--- config.mk ---
export PLATFORM = sky130hd
export DESIGN_NAME = or1k_bus_arbiter
export DESIGN_NICKNAME = d
export VERILOG_FILES = /design/src/rtl/or1k_bus_pkg.sv /design/src/rtl/or1k_bus_watchdog.sv /design/src/rtl/or1k_bus_arbiter.sv
export SDC_FILE = /design/constraint.sdc
export NUM_CORES = 1
export LEC_CHECK = 0
export CELL_PAD_IN_SITES_DETAIL_PLACEMENT = 2
export CELL_PAD_IN_SITES_GLOBAL_PLACEMENT = 2
export CORE_MARGIN = 3
export CORE_UTILIZATION = 26
export CTS_CLUSTER_DIAMETER = 50
export DETAILED_ROUTE_END_ITERATION = 12
export MAX_ROUTING_LAYER = met4
export PLACE_DENSITY_LB_ADDON = 0.05
export SETUP_SLACK_MARGIN = 0.05
export SYNTH_ARGS = -nofsm -noshare
export SYNTH_HDL_FRONTEND = slang
export SYNTH_SLANG_ARGS = --single-unit
--- constraint.sdc ---
create_clock -name clk -period 4.14 [get_ports clk]
set_clock_uncertainty 0.2 [all_clocks]
set_input_delay 1.242 -clock clk [delete_from_list [all_inputs] [get_ports clk]]
set_output_delay 1.242 -clock clk [all_outputs]
set_load 0.05 [all_outputs]
--- src/rtl/or1k_bus_pkg.sv ---
// Shared types and constants for the OR1K instruction/data bus arbiter.
package or1k_bus_pkg;

    typedef enum logic [1:0] {
        IDLE    = 2'd0,
        GRANT_I = 2'd1,
        GRANT_D = 2'd2
    } arb_state_e;

    localparam logic MASTER_I = 1'b0;
    localparam logic MASTER_D = 1'b1;

    localparam logic [31:0] TO_DATA_DEFAULT = 32'h0000_0000;

endpackage

--- src/rtl/or1k_bus_watchdog.sv ---
// Per-transaction ack watchdog: a down-counter armed on grant entry, with a
// timeout pulse on terminal count and a saturating timeout event counter.
module or1k_bus_watchdog #(
    parameter int TO_W = 8
) (
    input  logic       clk,
    input  logic       rst_n,
    input  logic       start,
    input  logic       en,
    input  logic       ack,
    output logic       tmo,
    output logic [7:0] to_cnt
);

    // Grant-entry cycle counts as the first of 2**TO_W-1 grant cycles, so the
    // counter lands on zero in the last allowed cycle.
    localparam logic [TO_W-1:0] ALL_ONES = '1;
    localparam logic [TO_W-1:0] LOAD     = ALL_ONES - TO_W'(1);

    logic [TO_W-1:0] wd_q;

    assign tmo = en && (wd_q == '0) && !ack;

    always_ff @(posedge clk or negedge rst_n) begin
        if (!rst_n) begin
            wd_q   <= '0;
            to_cnt <= '0;
        end else begin
            if (start) begin
                wd_q <= LOAD;
            end else if (!en) begin
                wd_q <= '0;
            end else if (wd_q != '0) begin
                wd_q <= wd_q - TO_W'(1);
            end

            if (tmo && (to_cnt != 8'hFF)) begin
                to_cnt <= to_cnt + 8'd1;
            end
        end
    end

endmodule

--- src/rtl/or1k_bus_arbiter.sv ---
// Merges the OR1K instruction and data buses onto one memory port with
// data-first priority, instruction anti-starvation, and an ack watchdog.
//
// state   | meaning
// IDLE    | no transaction; grant decision made this cycle
// GRANT_I | instruction master owns mem_*, waiting for mem_ack or timeout
// GRANT_D | data master owns mem_*, waiting for mem_ack or timeout
module or1k_bus_arbiter
    import or1k_bus_pkg::*;
#(
    parameter int          AW        = 24,
    parameter int          MAX_D_RUN = 4,
    parameter int          TO_W      = 8,
    parameter logic [31:0] TO_DATA   = TO_DATA_DEFAULT
) (
    input  logic          clk,
    input  logic          rst_n,
    input  logic          icpu_cs,
    input  logic          icpu_we,
    input  logic [3:0]    icpu_sel,
    input  logic [AW-1:0] icpu_adr,
    input  logic [31:0]   icpu_dat_w,
    output logic [31:0]   icpu_dat_r,
    output logic          icpu_ack,
    input  logic          dcpu_cs,
    input  logic          dcpu_we,
    input  logic [3:0]    dcpu_sel,
    input  logic [AW-1:0] dcpu_adr,
    input  logic [31:0]   dcpu_dat_w,
    output logic [31:0]   dcpu_dat_r,
    output logic          dcpu_ack,
    output logic          mem_cs,
    output logic          mem_we,
    output logic [3:0]    mem_sel,
    output logic [AW-1:0] mem_adr,
    output logic [31:0]   mem_dat_w,
    input  logic [31:0]   mem_dat_r,
    input  logic          mem_ack,
    output logic          to_err,
    output logic [7:0]    to_cnt
);

    localparam logic [3:0] D_RUN_MAX = 4'(MAX_D_RUN);

    arb_state_e  state_q, state_d;
    logic [3:0]  d_run_q;
    logic        grant_i, grant_d, in_grant, done, tmo;
    logic        sel_master;
    logic [31:0] ack_data, icpu_dat_q, dcpu_dat_q;

    assign in_grant   = (state_q == GRANT_I) || (state_q == GRANT_D);
    assign done       = in_grant && (mem_ack || tmo);
    assign sel_master = grant_d ? MASTER_D : MASTER_I;
    assign ack_data   = mem_ack ? mem_dat_r : TO_DATA;
    assign to_err     = tmo;

    always_comb begin
        state_d  = state_q;
        grant_i  = 1'b0;
        grant_d  = 1'b0;
        icpu_ack = 1'b0;
        dcpu_ack = 1'b0;
        case (state_q)
            IDLE: begin
                // Data wins unless the instruction side has waited out a full run.
                if (dcpu_cs && !(icpu_cs && (d_run_q == D_RUN_MAX))) begin
                    grant_d = 1'b1;
                    state_d = GRANT_D;
                end else if (icpu_cs) begin
                    grant_i = 1'b1;
                    state_d = GRANT_I;
                end
            end
            GRANT_I: begin
                if (done) begin
                    icpu_ack = 1'b1;
                    state_d  = IDLE;
                end
            end
            GRANT_D: begin
                if (done) begin
                    dcpu_ack = 1'b1;
                    state_d  = IDLE;
                end
            end
            default: state_d = IDLE;
        endcase
    end

    assign icpu_dat_r = icpu_ack ? ack_data : icpu_dat_q;
    assign dcpu_dat_r = dcpu_ack ? ack_data : dcpu_dat_q;

    always_ff @(posedge clk or negedge rst_n) begin
        if (!rst_n) begin
            state_q    <= IDLE;
            d_run_q    <= '0;
            mem_cs     <= 1'b0;
            mem_we     <= 1'b0;
            mem_sel    <= '0;
            mem_adr    <= '0;
            mem_dat_w  <= '0;
            icpu_dat_q <= '0;
            dcpu_dat_q <= '0;
        end else begin
            state_q <= state_d;

            if (grant_i) begin
                d_run_q <= '0;
            end else if (grant_d && (d_run_q != D_RUN_MAX)) begin
                d_run_q <= d_run_q + 4'd1;
            end

            if (grant_i || grant_d) begin
                mem_cs <= 1'b1;
                if (sel_master == MASTER_D) begin
                    mem_we    <= dcpu_we;
                    mem_sel   <= dcpu_sel;
                    mem_adr   <= dcpu_adr;
                    mem_dat_w <= dcpu_dat_w;
                end else begin
                    mem_we    <= icpu_we;
                    mem_sel   <= icpu_sel;
                    mem_adr   <= icpu_adr;
                    mem_dat_w <= icpu_dat_w;
                end
            end else if (done) begin
                mem_cs <= 1'b0;
            end

            if (icpu_ack) icpu_dat_q <= ack_data;
            if (dcpu_ack) dcpu_dat_q <= ack_data;
        end
    end

    or1k_bus_watchdog #(
        .TO_W (TO_W)
    ) u_watchdog (
        .clk    (clk),
        .rst_n  (rst_n),
        .start  (grant_i || grant_d),
        .en     (in_grant),
        .ack    (mem_ack),
        .tmo    (tmo),
        .to_cnt (to_cnt)
    );

endmodule

* Word-level counts from Yosys, hierarchy flattened
Cells that the tools add are included.
** Word-level totals
- Word-level logic and storage cells :: 68
- Register bits :: 148
- Output and inout port bits :: 137
- Input port bits :: 159
** Operators by class
- $add $sub $neg :: 3
- Reductions and logical operators :: 19
- Equality and inequality tests :: 8
- Muxes and demuxes :: 27
** Operators with widths (count)
- 2-to-1 mux 32 bit :: 4
- 2-to-1 mux 24 bit :: 1
- 2-to-1 mux 8 bit :: 3
- 2-to-1 mux 1 bit :: 12
- 2-to-1 mux 4 bit :: 3
- adder 8 x 1 -> 8 bit, second input constant :: 1
- zero test 8 bit :: 1
- inequality test 8 bit, second input constant :: 1
- nonzero test 8 bit :: 1
- subtractor 8 x 1 -> 8 bit, second input constant :: 1
- logical AND 1 bit :: 7
- 2-to-1 mux 2 bit :: 3
- adder 4 x 1 -> 4 bit, second input constant :: 1
- equality test 4 x 3 -> 1 bit, second input constant :: 1
- inequality test 4 x 3 -> 1 bit, second input constant :: 1
- one-hot mux 2 bit (2 select lines) :: 1
- nonzero test 2 bit :: 2
- logical OR 1 bit :: 3
- inequality test 3 x 1 -> 1 bit, second input constant :: 1
- inequality test 3 bit, second input constant :: 1
- equality test 2 x 1 -> 1 bit, second input constant :: 1
- equality test 2 bit, second input constant :: 1
- zero test 1 bit :: 2
- zero test 2 bit :: 1
- 3 further kinds :: 3

* Longest topological paths before layout
Gate-level depths: netlist of run 1.
- Word-level depth :: 9
- Mapped depth :: 8
- Gate-level depth less buffers :: 6

* Cells and area by module
Synthesis of run 1 repeated with hierarchy kept, for this count alone.
** Unflattened totals
- Cell total of the unflattened synthesis :: 711
- Area total of the unflattened synthesis :: 6434.9 µm²
** By module, submodules not included
- or1k_bus_arbiter :: area each 5549.1 µm², cells an instance 627, sequential area each 3303.2 µm², instances 1
- or1k_bus_watchdog :: area each 885.8 µm², cells an instance 84, sequential area each 400.4 µm², instances 1

* Worst setup path after synthesis of run 1
OpenSTA, ideal clock, no wires.
- Path type :: input to output
- Start point :: in mem_ack
- End point :: out dcpu_dat_r[10]
- Setup slack :: 0.358 ns
- Buffers on the path :: 2
- Arrival :: 2.340 ns
- Stages on the path :: 4
- Data required time :: 2.698 ns
- Cells stage by stage :: and2_1 > clkbuf_2 > clkbuf_1 > a32o_1
** Between the ends
- Word-level cells in the longest chain between the ends :: 7
- Elaborated cells on any way between the ends :: 8
- Those cells by class :: 4 x mux; 4 x reduce/logical
** Ends and longest elaborated chain
- start, declared :: line or1k_bus_arbiter.sv:38 : input logic mem_ack,
- zero test 1 bit :: line or1k_bus_watchdog.sv:22 : assign tmo = en && (wd_q == '0) && !ack;
- logical AND 1 bit :: line or1k_bus_watchdog.sv:22
- logical OR 1 bit :: line or1k_bus_arbiter.sv:52 : assign done = in_grant && (mem_ack || tmo);
- logical AND 1 bit :: line or1k_bus_arbiter.sv:52
- 2-to-1 mux 1 bit :: line or1k_bus_arbiter.sv:81 : if (done) begin
- 2-to-1 mux 1 bit :: line or1k_bus_arbiter.sv:63 : case (state_q)
- 2-to-1 mux 32 bit *
- end, declared :: line or1k_bus_arbiter.sv:30 : output logic [31:0] dcpu_dat_r,
Every way passes the cells marked *; elsewhere a longest branch is shown, timed or not.

* Worst setup path in the final report of run 1
- Start point :: reg u_watchdog.wd_q[0]
- End point :: out dcpu_dat_r[10]
** Between the ends
- Word-level cells in the longest chain between the ends :: 8
** Ends and longest elaborated chain
- start, declared :: line or1k_bus_watchdog.sv:20 : logic [TO_W-1:0] wd_q;
- start signal, assigned :: line or1k_bus_watchdog.sv:34 : wd_q <= wd_q - TO_W'(1);
- zero test 8 bit :: line or1k_bus_watchdog.sv:22
- logical AND 1 bit (2 in a row) :: line or1k_bus_watchdog.sv:22
- logical OR 1 bit :: line or1k_bus_arbiter.sv:52
- logical AND 1 bit :: line or1k_bus_arbiter.sv:52
- 2-to-1 mux 1 bit :: line or1k_bus_arbiter.sv:81
- 2-to-1 mux 1 bit :: line or1k_bus_arbiter.sv:63
- 2-to-1 mux 32 bit
No other way between the ends.

==> results of run 1 <==
## synth_stat cells (all sizes together)
master,number
ha,8
o21a,1
nand2,6
nand4,4
a21oi,68
o211ai,3
nand3b,1
a211oi,2
nor4,1
o22ai,63
buf,18
a31oi,1
a211o,1
and4,3
mux2,4
a21o,8
xor2,7
and3,3
inv,74
o22a,1
nor3,4
a32o,65
xnor2,1
or2,1
o2111ai,1
or3,1
nor3b,1
dfrtp,148
o21ai,5
nand2b,4
or4,1
and2,3
nor2,3
and4bb,1
clkbuf,28
mux2i,1
nand3,6
## cell type report
cell class | count | area share, %
timing repair buffer | 318 | 35.4
sequential | 148 | 33.5
multi-input combinational | 283 | 19.5
clock buffer | 17 | 3.85
tap | 319 | 3.61
inverter | 74 | 2.51
clock inverter | 15 | 1.48
antenna | 3 | 0.0680
## repair_timing
action | 4_1_cts | 5_1_grt
endpoints found under the hold margin | 0 | 0
setup endpoints to repair | 64 | 36
cloned | 1 | 0
buffers inserted | 2 | 0
pin swaps | 3 | 1
resized for setup | 67 | 2
## power by group
group          switching [W]  total, W  internal (W)
clock network       0.000706   0.00156      0.000858
registers           0.000336   0.00241       0.00207
logic                0.00383   0.00646       0.00263
total                0.00487    0.0104       0.00556
## critical path, cell delays in order (launching register included)
cell      delay [ps]
dfrtp_1          400
inv_1            120
ha_1             210
and4bb_4         320
and2_4           200
o211ai_4         100
buf_4            160
buf_12           140
a32o_2           260
buf_12           160
## per-stage QoR
stage | total power (W) | setup WS (ps) | utilization [%]
2_1_floorplan | 0.00587 | 358 | -
3_3_place_gp | 0.00863 | -36.7 | 43.7
3_5_place_dp | 0.00881 | -66.3 | 43.7
4_1_cts | 0.0106 | 55.5 | 46.7
5_1_grt | 0.0109 | 55.0 | 46.8
6_report | 0.0104 | 201 | 46.8
## sequential cells by signal (all words and copies together), names as in the netlist
name and count:
mem_cs 1, mem_adr 24, u_watchdog.to_cnt 8, u_watchdog.wd_q 8, state_q 2, d_run_q 4
mem_sel 4, icpu_dat_q 32, mem_dat_w 32, dcpu_dat_q 32, mem_we 1
## layer usage
layer  vias to the layer above  routed length (um)  track usage [%]
met5                         -                   0                -
met1                      2952                9820             22.2
met4                         0                 652             6.96
met3                        32                1950             6.92
li1                       2627                   -                -
met2                       204               13300             35.2
## worst max path at each step
stage	cells past startpoint	end	from	slack, ps
after floorplan	4	dcpu_dat_r[10]	mem_ack	360
after detailed placement	6	icpu_dat_r[10]	mem_ack	-70
after global placement	6	icpu_dat_r[10]	mem_ack	-40
after global routing	9	dcpu_dat_r[7]	u_watchdog.wd_q[0]	50
after CTS	9	dcpu_dat_r[10]	u_watchdog.wd_q[0]	60
final	9	dcpu_dat_r[10]	u_watchdog.wd_q[0]	200
## logic make-up after synthesis
logic type | count (synthesis) | share of synthesized area (%)
buf+inv | 120 | 8.16
simple gates | 43 | 4.24
xor+xnor | 8 | 1.11
flops | 148 | 58.9
fa+ha+maj | 8 | 1.59
mux | 5 | 0.876
compound gates | 219 | 25.1
==> results.sh, run 1 <==
export IMPL_status="complete, no violations"
export IMPL_setup_viol=0
export IMPL_grt_pass1_wl_um=40200
export IMPL_ant_nets=0
export IMPL_tightest_slew_ps=823
export IMPL_synth_area_top_cells="dfrtp_1, a32o_1, o22ai_1, a21oi_1, inv_1"
export IMPL_gp_congestion=0.804
export IMPL_end_kind="output pin"
export IMPL_dr_first_iter_drc_count=221
export IMPL_netlist_top_cell_by_area="dfrtp_1"
export IMPL_fp_dieW_um=161
export IMPL_fmax_ghz=0.254
export IMPL_vias=5815
export IMPL_mostFrequentLayoutCell="clkdlybuf4s50_1"
export IMPL_syn_area_per_cell_um2=11.4
export IMPL_grt_pass1_vias=6862
export IMPL_r2r_start="state_q[0]"
export IMPL_seq_area_um2=3700
export IMPL_io_pins=296
export IMPL_hold_slack_ps=288
export IMPL_cts_made_buffers=17
export IMPL_drt_wl_total_um=25700
export IMPL_r2r_end="mem_adr[8]"
export IMPL_clk_latency_ps=420
export IMPL_antenna_found_initial=3
export IMPL_syn_area_um2=6280
export IMPL_required_ps=2700
export IMPL_placed_area_um2=10300
export IMPL_grt_start_max_net_pins=82
export IMPL_hold_start="mem_cs"
export IMPL_hold_violations=0
export IMPL_final_cell_area_um2=11000
export IMPL_numPortBuffers=295
export IMPL_yosys_register_bits=148
export IMPL_most_common_layout_cells="clkdlybuf4s50_1, dfrtp_1, inv_1, buf_12, a21oi_1"
export IMPL_hold_buffers=0
export IMPL_drv_slew=0
export IMPL_hold_depth=1
export IMPL_h_tree_depth=4
export IMPL_dp_hpwl_um=18400
export IMPL_place_inst=1139
export IMPL_worst_setup_path_type="flip-flop to output pin"
export IMPL_syn_nets=718
export IMPL_cts_tree="built"
export IMPL_worst_ep_arrival_time_ps=2500
export IMPL_grt_overflow=0
export IMPL_nFillCells=2385
export IMPL_drive_gt1_share_pct=23.2
export IMPL_slew_headroom_pct=45.1
export IMPL_regToRegSetupSlack_ps=1750
export IMPL_initial_utilization_pct=26.6
export IMPL_fin_tns_setup_ps=0
export IMPL_area_growth_pct=75.8
export IMPL_viasPerCell=4.94
export IMPL_drc=0
export IMPL_coreArea_um2=23600
export IMPL_holdPathEnd="mem_cs"
export IMPL_synth_top_cell_area_share_pct=58.9
export IMPL_ys_seq_area_share_pct=58.9
export IMPL_ir_drop_uv=365
export IMPL_timing_final_crit_share_pct=95.1
export IMPL_finalCriticalPeriod_ps=3940
export IMPL_rsz0062_at_grt="false"
export IMPL_p_leak_nw=5.04
export IMPL_die_height_um=161
export IMPL_cts_root_buf="clkbuf_16"
export IMPL_maxCapViolations=0
export IMPL_cts_clk_slew_worst_paths_ps=70
export IMPL_yosys_warnings=0
export IMPL_power_density_nw_per_um2=944
export IMPL_synthCells=551
export IMPL_rows=56
export IMPL_multiInputGateArea_um2=2160
export IMPL_synth_cell_types=43
export IMPL_dieArea_um2=26100
export IMPL_cts_buffer_depth=2
export IMPL_grtUsageTotal_pct=20.5
export IMPL_wl_per_cell_um=21.8
export IMPL_hold_class="flip-flop to flip-flop"
export IMPL_rr_worst_depth=6
export IMPL_dr_pass1_iters=4
export IMPL_clock_sinks=148
export IMPL_cp_max_fo=14
export IMPL_start_kind="flip-flop"
export IMPL_num_nets_final=1009
export IMPL_fin_cells=1177
No activity file was read; power rests on OpenSTA's default activity.
==> run 2: changes to the inputs <==
- PLACE_DENSITY_LB_ADDON: 0.05 -> 0.1
==> results.sh, run 2 (synthesized netlist as in run 1, its figures left out) <==
export IMPL_r2r_start="state_q[0]"
export IMPL_startpoint="mem_ack"
export IMPL_grt_overflow=0
export IMPL_antenna_found_initial=2
export IMPL_ir_drop_uv=359
export IMPL_dr_pass1_iters=4
export IMPL_ant_nets=0
export IMPL_slew_headroom_pct=45.2
export IMPL_rows=56
export IMPL_end_kind="output pin"
export IMPL_dieArea_um2=26100
export IMPL_start_kind="input pin"
export IMPL_gp_congestion=0.756
export IMPL_grt_start_max_net_pins=83
export IMPL_dr_first_iter_drc_count=220
export IMPL_rsz0062_at_grt="false"
export IMPL_drt_wl_total_um=26800
export IMPL_clock_sinks=148
export IMPL_cts_clk_slew_worst_paths_ps=70
export IMPL_cts_tree="built"
export IMPL_cp_max_fo=30
export IMPL_post_place_ws_ps=-183
export IMPL_hold_start="mem_cs"
export IMPL_p_leak_nw=4.79
export IMPL_grt_pass1_vias=6792
export IMPL_highest_layer="met4"
export IMPL_wl_met3_um=1830
export IMPL_vias=5817
export IMPL_maxCapViolations=0
export IMPL_fin_tns_setup_ps=0
export IMPL_setup_viol=0
export IMPL_timing_final_crit_share_pct=96.7
export IMPL_hold_depth=1
export IMPL_cts_root_buf="clkbuf_16"
export IMPL_drive_gt1_share_pct=17.7
export IMPL_met1Wirelength_um=10500
export IMPL_max_stage_delay_ps=370
export IMPL_power_total_w=0.0104
export IMPL_most_common_layout_cells="clkdlybuf4s50_1, dfrtp_1, inv_1"
export IMPL_cp_common_cell="buf_12"
export IMPL_hold_class="flip-flop to flip-flop"
export IMPL_viasPerCell=4.95
export IMPL_clk_latency_ps=420
export IMPL_drv_slew=0
export IMPL_io_pins=296
export IMPL_rr_worst_depth=6
export IMPL_cp_cell_sequence="dlygate4sd2_1 > and2_2 > buf_12 > a32o_1 > buf_12"
export IMPL_fmax_ghz=0.250
export IMPL_cts_made_buffers=17
export IMPL_drc=0
export IMPL_numPortBuffers=295
export IMPL_mostFrequentLayoutCell="clkdlybuf4s50_1"
export IMPL_wl_per_cell_um=22.8
export IMPL_hold_slack_ps=288
export IMPL_cts_buffer_depth=2
export IMPL_worst_setup_path_type="input pin to output pin"
export IMPL_initial_utilization_pct=26.6
export IMPL_dp_hpwl_um=18900
export IMPL_finalCriticalPeriod_ps=4000
export IMPL_grtUsageTotal_pct=20.8
export IMPL_fp_dieW_um=161
export IMPL_power_density_nw_per_um2=952
export IMPL_worst_slack_ps=136
export IMPL_grt_pass1_wl_um=40600
export IMPL_cp_slowest_cell="dlygate4sd2_1"
export IMPL_worst_ep_arrival_time_ps=2560
export IMPL_required_ps=2700
export IMPL_hold_violations=0
export IMPL_area_growth_pct=74.6
export IMPL_coreArea_um2=23600
export IMPL_status="complete, no violations"
export IMPL_wl_met2_um=14000
export IMPL_h_tree_depth=4
export IMPL_num_nets_final=1009
export IMPL_die_height_um=161
export IMPL_hold_buffers=0
export IMPL_reg_top3="dcpu_dat_q x32, icpu_dat_q x32, mem_dat_w x32"
export IMPL_tightest_slew_ps=822
run 2: cell types whose count changed in the layout (fill, tap and decap cells not counted), moves of 2 or more:
cell | previous run | this run
a32o_1 | 3 | 50
a32o_2 | 62 | 15
inv_6 | 3 | 5
inv_8 | 5 | 3
run 2: layout make-up:
cell class,instances,area [um2]
diodes,2,5.00
clock buffers,17,425
clock inverters,15,171
fillers,2349,12600
inverters,74,278
multi-input cells,283,2100
flip-flops and latches,148,3700
well taps,319,399
repair buffers,318,3890
run 2: final timing paths:
path / endpoint / slack (ps)
worst max-delay path: icpu_dat_r[16] / 140
worst min-delay path: mem_cs / 290
worst max register to register: mem_dat_w[6] / 1860
worst min register to register: mem_cs / 290
max in group asynchronous: icpu_dat_q[10] / 2310
min in group asynchronous: u_watchdog.to_cnt[1] / 670
run 2: metal layers:
metal | vias to the layer above | global-route usage, %
met2 | 209 | 36.6
li1 | 2624 | -
met5 | - | -
met1 | 2959 | 22.6
met4 | 0 | 5.98
met3 | 25 | 6.54
run 2: critical path, delay by kind of cell:
kind,cells,cell delay [ps]
AO/OA/AOI/OAI,1,270
buffers and inverters,3,730
AND/OR/NAND/NOR,1,290
run 2: repair_timing:
action	4_1_cts	5_1_grt
setup buffers	0	3
hold endpoints to repair	0	0
gates resized for setup	9	12
setup endpoints to repair	64	64
pin swaps	0	2
gates cloned	0	2
run 2: per-stage QoR:
| step | cell area, um2 | util [%] | instances |
|---|---|---|---|
| detailed placement | 10300 | 43.6 | 1137 |
| finish | 11000 | 46.5 | 1176 |
| global placement | 10300 | 43.6 | 1137 |
| CTS | 10900 | 46.1 | 1169 |
| floorplan | 6280 | - | 551 |
| global route | 11000 | 46.5 | 1176 |
run 2: report_power, final:
part / leakage [nW] / total (W) / switching [W] / internal, W
Sequential: 1.77 / 0.00241 / 0.000341 / 0.00207
Clock: 0.291 / 0.00161 / 0.000701 / 0.000909
Combinational: 2.73 / 0.00642 / 0.00386 / 0.00256
Total: 4.79 / 0.0104 / 0.00491 / 0.00554
